$ cat src/rtl/headlight_pkg.sv
// rtl/headlight_pkg.sv - state encoding, default levels and ramp step helpers
//
// Shared by headlight_fade_sequencer and automatic_headlight_control.
// Contents:
//   fade_state_e      OFF=0, FADE_IN=1, ON=2, FADE_OUT=3 (matches the 2-bit state port)
//   DEF_* constants   default timing, level and speed threshold values
//   step_toward()     move a level one step toward a target, never overshooting
//   step_down()       move a level one step toward zero, never wrapping
package headlight_pkg;

   typedef enum logic [1:0] {
      ST_OFF      = 2'd0,
      ST_FADE_IN  = 2'd1,
      ST_ON       = 2'd2,
      ST_FADE_OUT = 2'd3
   } fade_state_e;

   localparam int DEF_DEBOUNCE_CYCLES   = 4;
   localparam int DEF_OFF_DELAY_CYCLES  = 8;
   localparam int DEF_RAMP_STEP         = 32;
   localparam int DEF_LOW_BEAM_LEVEL    = 128;
   localparam int DEF_RAIN_LEVEL        = 192;
   localparam int DEF_HIGH_BEAM_LEVEL   = 255;
   localparam int DEF_HIGH_SPEED_THRESH = 80;

   // 9-bit sums/limits so that e.g. 224+32 clamps at the target instead of wrapping to 0.
   function automatic logic [7:0] step_toward(input logic [7:0] cur,
                                              input logic [7:0] tgt,
                                              input logic [7:0] step);
      logic [8:0] up_sum;
      logic [8:0] down_lim;
      up_sum   = {1'b0, cur} + {1'b0, step};
      down_lim = {1'b0, tgt} + {1'b0, step};
      if (cur < tgt) begin
         return (up_sum > {1'b0, tgt}) ? tgt : up_sum[7:0];
      end else if ({1'b0, cur} < down_lim) begin
         return tgt;
      end else begin
         return cur - step;
      end
   endfunction

   function automatic logic [7:0] step_down(input logic [7:0] cur,
                                            input logic [7:0] step);
      return (cur < step) ? 8'd0 : (cur - step);
   endfunction

endpackage

$ cat src/rtl/headlight_fade_sequencer_if.sv
// rtl/headlight_fade_sequencer_if.sv - sensor inputs and lamp outputs of the fade sequencer
//
// master: the side that drives sensors/tick and observes the lamp outputs
// slave : the sequencer itself
//   tick, ignition, light_sensor, rain_sensor, speed_sensor[7:0]  master -> slave
//   headlights, dim_level[7:0], state[1:0], busy                  slave -> master
interface headlight_fade_sequencer_if;

   logic       tick;
   logic       ignition;
   logic       light_sensor;
   logic       rain_sensor;
   logic [7:0] speed_sensor;
   logic       headlights;
   logic [7:0] dim_level;
   logic [1:0] state;
   logic       busy;

   modport master (
      output tick, ignition, light_sensor, rain_sensor, speed_sensor,
      input  headlights, dim_level, state, busy
   );

   modport slave (
      input  tick, ignition, light_sensor, rain_sensor, speed_sensor,
      output headlights, dim_level, state, busy
   );

endinterface

$ cat src/rtl/headlight_debounce.sv
// rtl/headlight_debounce.sv - single-bit sensor debouncer
//
// Ports:
//   clk, rst_n  clock, asynchronous active-low reset
//   raw         unfiltered sensor bit
//   filtered    follows raw once raw has differed for DEBOUNCE_CYCLES consecutive edges
// Parameters:
//   DEBOUNCE_CYCLES  edges of disagreement needed before filtered flips (>=1)
//   RESET_VALUE      value of filtered while in reset
module headlight_debounce #(
   parameter int   DEBOUNCE_CYCLES = 4,
   parameter logic RESET_VALUE     = 1'b0
) (
   input  logic clk,
   input  logic rst_n,
   input  logic raw,
   output logic filtered
);

   // The counter never holds DEBOUNCE_CYCLES itself: the edge that would reach it flips instead.
   localparam int CW = (DEBOUNCE_CYCLES > 1) ? $clog2(DEBOUNCE_CYCLES) : 1;
   localparam logic [CW-1:0] LAST = CW'(DEBOUNCE_CYCLES - 1);

   logic [CW-1:0] cnt;

   always_ff @(posedge clk or negedge rst_n) begin
      if (!rst_n) begin
         filtered <= RESET_VALUE;
         cnt      <= '0;
      end else if (raw == filtered) begin
         cnt <= '0;
      end else if (cnt == LAST) begin
         filtered <= raw;
         cnt      <= '0;
      end else begin
         cnt <= cnt + CW'(1);
      end
   end

endmodule

$ cat src/rtl/headlight_fade_sequencer.sv
// rtl/headlight_fade_sequencer.sv - debounced headlight on/off sequencing with ramped dim level
//
// Ports:
//   clk, rst_n  clock, asynchronous active-low reset
//   bus         headlight_fade_sequencer_if.slave
//                 tick          one dim step allowed per cycle with tick=1
//                 ignition      car on (not debounced)
//                 light_sensor  raw ambient light, 1 = daylight
//                 rain_sensor   raw rain detect, 1 = raining
//                 speed_sensor  vehicle speed, unsigned
//                 headlights    lamp enable (registered)
//                 dim_level     lamp intensity (registered)
//                 state         OFF/FADE_IN/ON/FADE_OUT (registered)
//                 busy          ramping indicator (combinational)
module headlight_fade_sequencer
   import headlight_pkg::*;
#(
   parameter int DEBOUNCE_CYCLES   = DEF_DEBOUNCE_CYCLES,
   parameter int OFF_DELAY_CYCLES  = DEF_OFF_DELAY_CYCLES,
   parameter int RAMP_STEP         = DEF_RAMP_STEP,
   parameter int LOW_BEAM_LEVEL    = DEF_LOW_BEAM_LEVEL,
   parameter int RAIN_LEVEL        = DEF_RAIN_LEVEL,
   parameter int HIGH_BEAM_LEVEL   = DEF_HIGH_BEAM_LEVEL,
   parameter int HIGH_SPEED_THRESH = DEF_HIGH_SPEED_THRESH
) (
   input  logic                        clk,
   input  logic                        rst_n,
   headlight_fade_sequencer_if.slave   bus
);

   localparam logic [7:0] STEP     = 8'(RAMP_STEP);
   localparam logic [7:0] LOW_LVL  = 8'(LOW_BEAM_LEVEL);
   localparam logic [7:0] RAIN_LVL = 8'(RAIN_LEVEL);
   localparam logic [7:0] HIGH_LVL = 8'(HIGH_BEAM_LEVEL);
   localparam logic [7:0] THRESH   = 8'(HIGH_SPEED_THRESH);

   localparam int HW = (OFF_DELAY_CYCLES > 1) ? $clog2(OFF_DELAY_CYCLES) : 1;
   localparam logic [HW-1:0] HOLD_LAST = HW'(OFF_DELAY_CYCLES - 1);

   logic          light_f;
   logic          rain_f;
   logic          need;
   logic [7:0]    target;

   fade_state_e   state_q, state_d;
   logic [7:0]    dim_q, dim_d;
   logic [HW-1:0] hold_q, hold_d;
   logic          headlights_q;

   // Light resets to "daylight" so the lamps stay off until night is confirmed.
   headlight_debounce #(
      .DEBOUNCE_CYCLES (DEBOUNCE_CYCLES),
      .RESET_VALUE     (1'b1)
   ) u_light_db (
      .clk      (clk),
      .rst_n    (rst_n),
      .raw      (bus.light_sensor),
      .filtered (light_f)
   );

   headlight_debounce #(
      .DEBOUNCE_CYCLES (DEBOUNCE_CYCLES),
      .RESET_VALUE     (1'b0)
   ) u_rain_db (
      .clk      (clk),
      .rst_n    (rst_n),
      .raw      (bus.rain_sensor),
      .filtered (rain_f)
   );

   assign need = bus.ignition & (~light_f | rain_f);

   always_comb begin
      if (rain_f) begin
         target = RAIN_LVL;
      end else if (bus.speed_sensor >= THRESH) begin
         target = HIGH_LVL;
      end else begin
         target = LOW_LVL;
      end
   end

   always_comb begin
      state_d = state_q;
      dim_d   = dim_q;
      hold_d  = hold_q;
      case (state_q)
         ST_OFF: begin
            dim_d = 8'd0;
            if (need) begin
               state_d = ST_FADE_IN;
            end
         end
         ST_FADE_IN: begin
            // Losing demand wins over the ramp: no step on the turnaround cycle.
            if (!need) begin
               state_d = ST_FADE_OUT;
            end else begin
               if (dim_q == target) begin
                  state_d = ST_ON;
               end
               if (bus.tick) begin
                  dim_d = step_toward(dim_q, target, STEP);
               end
            end
         end
         ST_ON: begin
            // Keep tracking target changes (speed, rain) while lit.
            if (bus.tick) begin
               dim_d = step_toward(dim_q, target, STEP);
            end
            if (!bus.ignition) begin
               state_d = ST_FADE_OUT;
               hold_d  = '0;
            end else if (need) begin
               hold_d = '0;
            end else if (hold_q == HOLD_LAST) begin
               state_d = ST_FADE_OUT;
               hold_d  = '0;
            end else begin
               hold_d = hold_q + HW'(1);
            end
         end
         ST_FADE_OUT: begin
            if (need) begin
               state_d = ST_FADE_IN;
            end else if (dim_q == 8'd0) begin
               state_d = ST_OFF;
            end else if (bus.tick) begin
               dim_d = step_down(dim_q, STEP);
            end
         end
         default: begin
            state_d = ST_OFF;
            dim_d   = 8'd0;
            hold_d  = '0;
         end
      endcase
   end

   always_ff @(posedge clk or negedge rst_n) begin
      if (!rst_n) begin
         state_q      <= ST_OFF;
         dim_q        <= 8'd0;
         hold_q       <= '0;
         headlights_q <= 1'b0;
      end else begin
         state_q      <= state_d;
         dim_q        <= dim_d;
         hold_q       <= hold_d;
         headlights_q <= (state_d != ST_OFF);
      end
   end

   assign bus.state      = state_q;
   assign bus.dim_level  = dim_q;
   assign bus.headlights = headlights_q;
   assign bus.busy       = (state_q == ST_FADE_IN) || (state_q == ST_FADE_OUT) ||
                           ((state_q == ST_ON) && (dim_q != target));

endmodule
$ cat src/flat_wrapper.sv
// flat-port wrapper written by rule: the top's interface ports become plain ports
module headlight_fade_sequencer_flat import headlight_pkg::*;
#(
   parameter int DEBOUNCE_CYCLES   = DEF_DEBOUNCE_CYCLES,
   parameter int OFF_DELAY_CYCLES  = DEF_OFF_DELAY_CYCLES,
   parameter int RAMP_STEP         = DEF_RAMP_STEP,
   parameter int LOW_BEAM_LEVEL    = DEF_LOW_BEAM_LEVEL,
   parameter int RAIN_LEVEL        = DEF_RAIN_LEVEL,
   parameter int HIGH_BEAM_LEVEL   = DEF_HIGH_BEAM_LEVEL,
   parameter int HIGH_SPEED_THRESH = DEF_HIGH_SPEED_THRESH
)
  (clk, rst_n, bus_tick, bus_ignition, bus_light_sensor, bus_rain_sensor, bus_speed_sensor, bus_headlights, bus_dim_level, bus_state, bus_busy);
  headlight_fade_sequencer_if bus_i ();
  input  logic clk;
  input  logic rst_n;
  input wire logic [$bits(bus_i.tick)-1:0] bus_tick;
  input wire logic [$bits(bus_i.ignition)-1:0] bus_ignition;
  input wire logic [$bits(bus_i.light_sensor)-1:0] bus_light_sensor;
  input wire logic [$bits(bus_i.rain_sensor)-1:0] bus_rain_sensor;
  input wire logic [$bits(bus_i.speed_sensor)-1:0] bus_speed_sensor;
  output wire logic [$bits(bus_i.headlights)-1:0] bus_headlights;
  output wire logic [$bits(bus_i.dim_level)-1:0] bus_dim_level;
  output wire logic [$bits(bus_i.state)-1:0] bus_state;
  output wire logic [$bits(bus_i.busy)-1:0] bus_busy;
  assign bus_i.tick = bus_tick;
  assign bus_i.ignition = bus_ignition;
  assign bus_i.light_sensor = bus_light_sensor;
  assign bus_i.rain_sensor = bus_rain_sensor;
  assign bus_i.speed_sensor = bus_speed_sensor;
  assign bus_headlights = bus_i.headlights;
  assign bus_dim_level = bus_i.dim_level;
  assign bus_state = bus_i.state;
  assign bus_busy = bus_i.busy;
  headlight_fade_sequencer #(.DEBOUNCE_CYCLES(DEBOUNCE_CYCLES), .OFF_DELAY_CYCLES(OFF_DELAY_CYCLES), .RAMP_STEP(RAMP_STEP), .LOW_BEAM_LEVEL(LOW_BEAM_LEVEL), .RAIN_LEVEL(RAIN_LEVEL), .HIGH_BEAM_LEVEL(HIGH_BEAM_LEVEL), .HIGH_SPEED_THRESH(HIGH_SPEED_THRESH)) u_core (.clk(clk), .rst_n(rst_n), .bus(bus_i));
endmodule
$ cat config.mk
export PLATFORM = sky130hd
export DESIGN_NAME = headlight_fade_sequencer_flat
export DESIGN_NICKNAME = d
export VERILOG_FILES = /design/src/rtl/headlight_pkg.sv /design/src/rtl/headlight_fade_sequencer_if.sv /design/src/rtl/headlight_debounce.sv /design/src/rtl/headlight_fade_sequencer.sv /design/src/flat_wrapper.sv
export SDC_FILE = /design/constraint.sdc
export NUM_CORES = 1
export LEC_CHECK = 0
export CORE_MARGIN = 2
export CORE_UTILIZATION = 40
export DETAILED_ROUTE_END_ITERATION = 10
export PLACE_DENSITY = 0.71
export SLEW_MARGIN = 20
export SYNTH_ARGS = -nofsm -noshare
export SYNTH_HDL_FRONTEND = slang
export SYNTH_SLANG_ARGS = --single-unit
$ cat constraint.sdc
create_clock -name clk -period 6.2 [get_ports clk]
set_clock_uncertainty 0.15 [all_clocks]
set_input_delay 0.93 -clock clk [delete_from_list [all_inputs] [get_ports clk]]
set_output_delay 0.93 -clock clk [all_outputs]
set_load 0.02 [all_outputs]
==> flow_metrics.env <==
export IMPL_n_fill_cell=326
export IMPL_cts_hold_buf=0
export IMPL_slew_headroom_pct=52.8
export IMPL_wl_met1_mm=1.26
export IMPL_htree_num_levels=1
export IMPL_critical_path_buf_inv_count=3
export IMPL_grt_use_total_pct=16.3
export IMPL_hold_end="u_core.u_light_db.cnt[0]"
export IMPL_cp_end_kind="output pin"
export IMPL_layout_common_cells="clkdlybuf4s50_1, ha_1, dfrtp_1"
export IMPL_setup_violations_final=0
export IMPL_synth_area_um2=1350
export IMPL_drt_total_wl_mm=3.00
export IMPL_status="completed"
export IMPL_fin_util_pct=48.9
export IMPL_ys_types=43
export IMPL_worstHoldStart="u_core.u_light_db.cnt[0]"
export IMPL_dp_final_hpwl_mm=2.40
export IMPL_cts_tree="done"
export IMPL_register_area_um2=402
export IMPL_syn2layout_area_growth_pct=18.7
export IMPL_layout_commonest_cell="clkdlybuf4s50_1"
export IMPL_rsz0062_at_grt="no"
export IMPL_synthCells=150
export IMPL_path_max_fanout=6
export IMPL_synth_seq_area_share_pct=29.7
export IMPL_startpoint_type="input pin"
export IMPL_cts_resized=0
export IMPL_worst_r2r_cell_count=9
export IMPL_crit_required_ns=5.12
export IMPL_die_area_um2=3860
export IMPL_clock_sinks=16
export IMPL_cpMostUsedCell="clkdlybuf4s50_1"
export IMPL_ctsRootBufferMaster="clkbuf_4"
export IMPL_core_area_um2=3280
export IMPL_fin_crit_ns=4.57
export IMPL_holdWs_ns=0.303
export IMPL_drc=0
export IMPL_io_buffers=21
export IMPL_dr_wl_met3_um=155
export IMPL_drive_above_1_share_pct=5.36
export IMPL_synth_main_ff_cell="dfrtp_1"
export IMPL_final_hold_viol_count=0
export IMPL_cts_made_buffers=3
export IMPL_die_width_um=62.2
export IMPL_power_density_nw_per_um2=513
export IMPL_min_period_over_period_pct=73.7
export IMPL_max_stage_delay_ns=0.53
export IMPL_multi_input_area_um2=857
export IMPL_start_util_pct=41.2
export IMPL_min_path_type="register to register"
export IMPL_postCtsSetupBuffers=0
export IMPL_synth_seq_cells=16
export IMPL_ant_nets=0
export IMPL_r2r_end="u_core.bus.dim_level[6]"
export IMPL_peakVddDrop_mv=0.159
export IMPL_n_antenna_cell=0
export IMPL_top_layer="met4"
export IMPL_setup_tns_final_ns=0
export IMPL_maxCapViolCount=0
export IMPL_syn_avg_cell_area_um2=9.02
export IMPL_dr_pass1_iters=4
export IMPL_clock_path_buffers=2
export IMPL_drtIter0Drc=58
export IMPL_hold_depth=1
export IMPL_nNetsFinal=202
export IMPL_yosysWarnings=0
export IMPL_synth_edff_count=0
export IMPL_grt_ovfl_total=0
export IMPL_rrSetupSlack_ns=3.39
export IMPL_critical_path_class="input pin to output pin"
export IMPL_final_max_slew_viol_count=0
export IMPL_vias=1199
export IMPL_io_pins=26
export IMPL_r2r_start="u_core.bus.dim_level[5]"
export IMPL_clk_latency_ns=0.28
export IMPL_avgRoutedWirePerCell_um=14.0
export IMPL_place_congestion=0.900
export IMPL_vias_per_cell=5.60
export IMPL_grt_pass1_vias=1184
export IMPL_syn_num_nets=183
export IMPL_cp_arrival_ns=3.49
export IMPL_power_leakage_nw=0.715
export IMPL_antenna_found_initial=0
export IMPL_path_cells="clkdlybuf4s50_1, o21a_1, o21ai_1, inv_1, ha_1, nand4_1, a211o_1, clkdlybuf4s50_1"
export IMPL_max_slew_worst_pin_slew_ns=0.706
export IMPL_wl_met2_mm=1.53
export IMPL_clk_pin_slew_ns=0.08
export IMPL_num_rows=21
export IMPL_die_h_um=62.2
export IMPL_postSynth_asyncResetShare_pct=100
export IMPL_crit_slowest_cell="clkdlybuf4s50_1"
export IMPL_clock_fmax_mhz=219
export IMPL_grt_pass1_wl_mm=5.22
export IMPL_grt_max_degree=17
export IMPL_critPathTopFamily="buffers and inverters"
## worst max-delay path by stage
| stage | startpoint | endpoint | slack, ns | cells past startpoint |
|---|---|---|---|---|
| CTS | bus_speed_sensor[4] | bus_busy | 1.60 | 8 |
| detailed placement | bus_speed_sensor[4] | bus_busy | 1.61 | 8 |
| global placement | bus_speed_sensor[4] | bus_busy | 1.63 | 8 |
| floorplan | bus_speed_sensor[4] | bus_busy | 2.78 | 6 |
| global route | bus_speed_sensor[4] | bus_busy | 1.45 | 8 |
| finish | bus_speed_sensor[4] | bus_busy | 1.63 | 8 |
## registers in the layout, summed over array words and instances (netlist names)
name / cells
u_core.bus.state: 2
u_core.u_light_db.cnt: 2
u_core.u_rain_db.filtered: 1
u_core.bus.headlights: 1
u_core.u_rain_db.cnt: 2
u_core.hold_q: 3
u_core.bus.dim_level: 4
u_core.u_light_db.filtered: 1
## metal layers
metal / GRT usage [%] / vias to the layer above
met1: 19.3 / 576
li1: - / 580
met3: 4.71 / 6
met5: 0 / -
met4: 3.89 / 0
met2: 29.2 / 37
## cell type report
class / instances / area share, %
inverter: 14 / 3.27
clock buffer: 4 / 1.64
sequential: 16 / 25.0
multi-input combinational: 113 / 53.4
tap: 46 / 3.59
timing repair buffer: 21 / 13.1
## per-stage QoR
| step | total power, mW | area, µm² | setup slack, ns | instances |
|---|---|---|---|---|
| after floorplan | 0.607 | 1350 | 2.78 | 150 |
| after global placement | 0.740 | 1580 | 1.63 | 210 |
| after detailed placement | 0.768 | 1580 | 1.61 | 210 |
| after CTS | 0.826 | 1610 | 1.60 | 214 |
| after global routing | 0.901 | 1610 | 1.45 | 214 |
| final | 0.823 | 1610 | 1.63 | 214 |
## power breakdown
part	leakage (nW)	switching (mW)	total (mW)	internal, mW
Clock	0.0150	0.0303	0.0553	0.0250
Sequential	0.202	0.0518	0.201	0.150
Combinational	0.498	0.313	0.567	0.254
Total	0.715	0.395	0.823	0.428
## synthesized netlist by cell type, types with 2 or more instances
master    instances  area (µm²)
nand2b_1          6        37.5
ha_1             19         238
nor2b_1           3        18.8
a211o_1           3        26.3
o21a_1            4        30.0
o21ai_0           9        45.0
nor2_1            7        26.3
nand4_1           3        18.8
o32ai_1           2        17.5
nor3_1            4        20.0
a21oi_1          12        60.1
clkbuf_1          3        11.3
a22o_1            2        17.5
o22ai_1           3        18.8
buf_4             4        30.0
nand3_1           2        10.0
o31ai_1           2        15.0
dfrtp_1          15         375
inv_1            14        52.6
nor3b_1           3        22.5
o211ai_1          3        22.5
nand2_1           6        22.5
## logic make-up after synthesis
group / count (synthesis) / share of synthesized area [%]
flops: 16 / 29.7
simple gates: 39 / 15.8
buf+inv: 21 / 6.94
compound gates: 52 / 27.8
mux: 1 / 0.833
xor+xnor: 2 / 1.30
fa+ha+maj: 19 / 17.6
Note: power is estimated with default switching activity, not from simulation.
==> RTL edit, RTL diff (same flow settings) <==
Change the package constant `DEF_DEBOUNCE_CYCLES` from 4 to 2.
--- a/src/rtl/headlight_pkg.sv
+++ b/src/rtl/headlight_pkg.sv
@@ -16,5 +16,5 @@
    } fade_state_e;
 
-   localparam int DEF_DEBOUNCE_CYCLES   = 4;
+   localparam int DEF_DEBOUNCE_CYCLES   = 2;
    localparam int DEF_OFF_DELAY_CYCLES  = 8;
    localparam int DEF_RAMP_STEP         = 32;
Check against the original RTL: not equivalent (a bounded check fails within 4 cycles, from zero or initial values and one cycle with rst_n low).
==> RTL edit against the unedited design <==
- power rose by 2.5%
- sequential cell count down 2
- via count is 1.8% lower
- design area down 2.8%
- setup slack worse by 330 ps
- area after synthesis shrank 3.3%
- wire length is 1.7% lower
- largest power group unchanged
==> RTL edit: results (changes against the unedited design) <==
\begin{tabular}{lr}
\hline
Metric & Value \\
\hline
\multicolumn{2}{l}{\textbf{Min path}} \\
\quad Hold endpoint & u\_core.u\_light\_db.cnt\$\_DFF\_PN0\_ \\
\quad Start point of the worst min-delay path & u\_core.u\_light\_db.cnt\$\_DFF\_PN0\_ \\
\multicolumn{2}{l}{\textbf{Critical path}} \\
\quad Crit path max-delay family & compound AO/OA/AOI/OAI gates \\
\quad Worst r2r path cells & 10 (+1) \\
\quad Worst flop-to-flop path endpoint & u\_core.bus.dim\_level[3]\$\_DFFE\_PN0P\_ \\
\quad FF-to-FF setup slack & 2860 ps (-530 ps) \\
\multicolumn{2}{l}{\textbf{Final layout}} \\
\quad Cell area after layout & 1560 um2 (-2.8\%) \\
\quad Fill cell instance count of the final layout & 299 (-8.3\%) \\
\quad Fraction of layout instances using a drive strength above 1 & 8.235\% (+2.9 points) \\
\quad Total Nets Final & 201 (-0.50\%) \\
\multicolumn{2}{l}{\textbf{Power}} \\
\quad Reported leakage power & 0.6670 nW (-6.7\%) \\
\quad Peak VDD IR & 0.2684 mV (+69\%) \\
\multicolumn{2}{l}{\textbf{Placement}} \\
\quad Number of placed cells counting well taps & 210 (unchanged) \\
\quad Weighted congestion reported at the end of routability-driven placement & 0.9032 (+0.40\%) \\
\quad Standard cell area after detailed placement & 1524 um2 (-3.5\%) \\
\quad Sum of net half-perimeters after detailed placement & 2261 um (-5.9\%) \\
\multicolumn{2}{l}{\textbf{Synth}} \\
\quad Post-synthesis sequential area ratio & 26.89\% (-2.8 points) \\
\quad Most frequent cells after synthesis & sky130\_fd\_sc\_hd\_\_ha\_1 (16), sky130\_fd\_sc\_hd\_\_inv\_1 (15), sky130\_fd\_sc\_hd\_\_dfrtp\_1 (13), sky130\_fd\_sc\_hd\_\_a21oi\_1 (11), sky130\_fd\_sc\_hd\_\_o21ai\_0 (11) \\
\quad Avg Inst Size Synth & 8.602 um2 (-4.6\%) \\
\quad Top cells by area in the synthesized netlist & sky130\_fd\_sc\_hd\_\_dfrtp\_1 (25\%), sky130\_fd\_sc\_hd\_\_ha\_1 (15\%), sky130\_fd\_sc\_hd\_\_inv\_1 (4.3\%) \\
\quad Number of nets in the synthesized netlist & 182 (-0.55\%) \\
\multicolumn{2}{l}{\textbf{STA}} \\
\quad Least-Margin Pin Slew & 626.1 ps (-79.78 ps) \\
\multicolumn{2}{l}{\textbf{Global routing}} \\
\quad Number of global-route vias before repair & 1178 (-0.51\%) \\
\quad Largest net degree at the start of global routing & 18 (+1) \\
\multicolumn{2}{l}{\textbf{Status}} \\
\quad Status & completed \\
\multicolumn{2}{l}{\textbf{Drt}} \\
\quad Number of violations reported at the end of detailed-routing iteration 0 & 109 (+88\%) \\
\hline
\end{tabular}
RTL edit: cell types whose count changed after synthesis, moves of 3 or more:
cell / change
sky130_fd_sc_hd__ha_1: -3
sky130_fd_sc_hd__nand3_1: +3
sky130_fd_sc_hd__nor2_1: +3
sky130_fd_sc_hd__o22ai_1: -3
RTL edit: metrics by stage:
| step | setup WS [ps] | hold slack, ps |
|---|---|---|
| floorplan | 2517 | 259.3 |
| global placement | 1405 | 269.0 |
| detailed placement | 1324 | 272.7 |
| CTS | 1312 | 286.3 |
| global route | 1127 | 340.3 |
| finish | 1297 | 281.8 |
RTL edit: worst register-to-register path, cell delays in order (launching register included):
cell and delay [ps]:
sky130_fd_sc_hd__dfrtp_1 470, sky130_fd_sc_hd__inv_1 130, sky130_fd_sc_hd__o21ai_1 360, sky130_fd_sc_hd__inv_1 220
sky130_fd_sc_hd__ha_1 370, sky130_fd_sc_hd__nor3b_1 160, sky130_fd_sc_hd__a211o_1 290, sky130_fd_sc_hd__maj3_2 320
sky130_fd_sc_hd__and2_4 180, sky130_fd_sc_hd__a41o_1 240, sky130_fd_sc_hd__a311o_1 340
RTL edit: worst max path at each step:
stage | from | depth (start not counted) | end
finish | bus_speed_sensor[4] | 8 | bus_busy
global route | bus_speed_sensor[4] | 8 | bus_busy
CTS | bus_speed_sensor[4] | 8 | bus_busy
detailed placement | bus_speed_sensor[4] | 8 | bus_busy
global placement | bus_speed_sensor[4] | 8 | bus_busy
floorplan | bus_speed_sensor[4] | 10 | u_core.bus.dim_level[3]$_DFFE_PN0P_
RTL edit: layout make-up:
cell class	count	area [um2]	share of cell area [%]
clock buffers	4	36.28	2.326
multi-input cells	116	850.8	54.53
flip-flops and latches	14	351.6	22.53
repair buffers	21	210.2	13.47
well taps	44	55.05	3.528
inverters	15	56.30	3.609
RTL edit: cell families after synthesis:
| family | after synthesis | share of synthesized area (%) |
|---|---|---|
| AO/OA/AOI/OAI | 47 | 25.07 |
| AND/OR/NAND/NOR | 45 | 18.57 |
| buffers and inverters | 22 | 8.038 |
| adder cells (fa/ha/maj) | 17 | 16.17 |
| flip-flops | 14 | 26.89 |
| multiplexers | 4 | 3.254 |
| XOR/XNOR | 3 | 2.010 |
RTL edit: where the power goes:
group	switching, mW	internal (mW)	leakage (nW)	total, mW
sequential	0.0609	0.134	0.175	0.195
combinational	0.319	0.263	0.471	0.581
clock	0.0323	0.0358	0.0210	0.0681
RTL edit: routing by layer:
metal  vias to the layer above  GRT usage, %  wire [um]
met5                         -             0          0
met1                       551         23.03       1357
met4                         0         6.522         38
met3                         5         1.891        122
li1                        589             -          -
met2                        32         30.09       1428
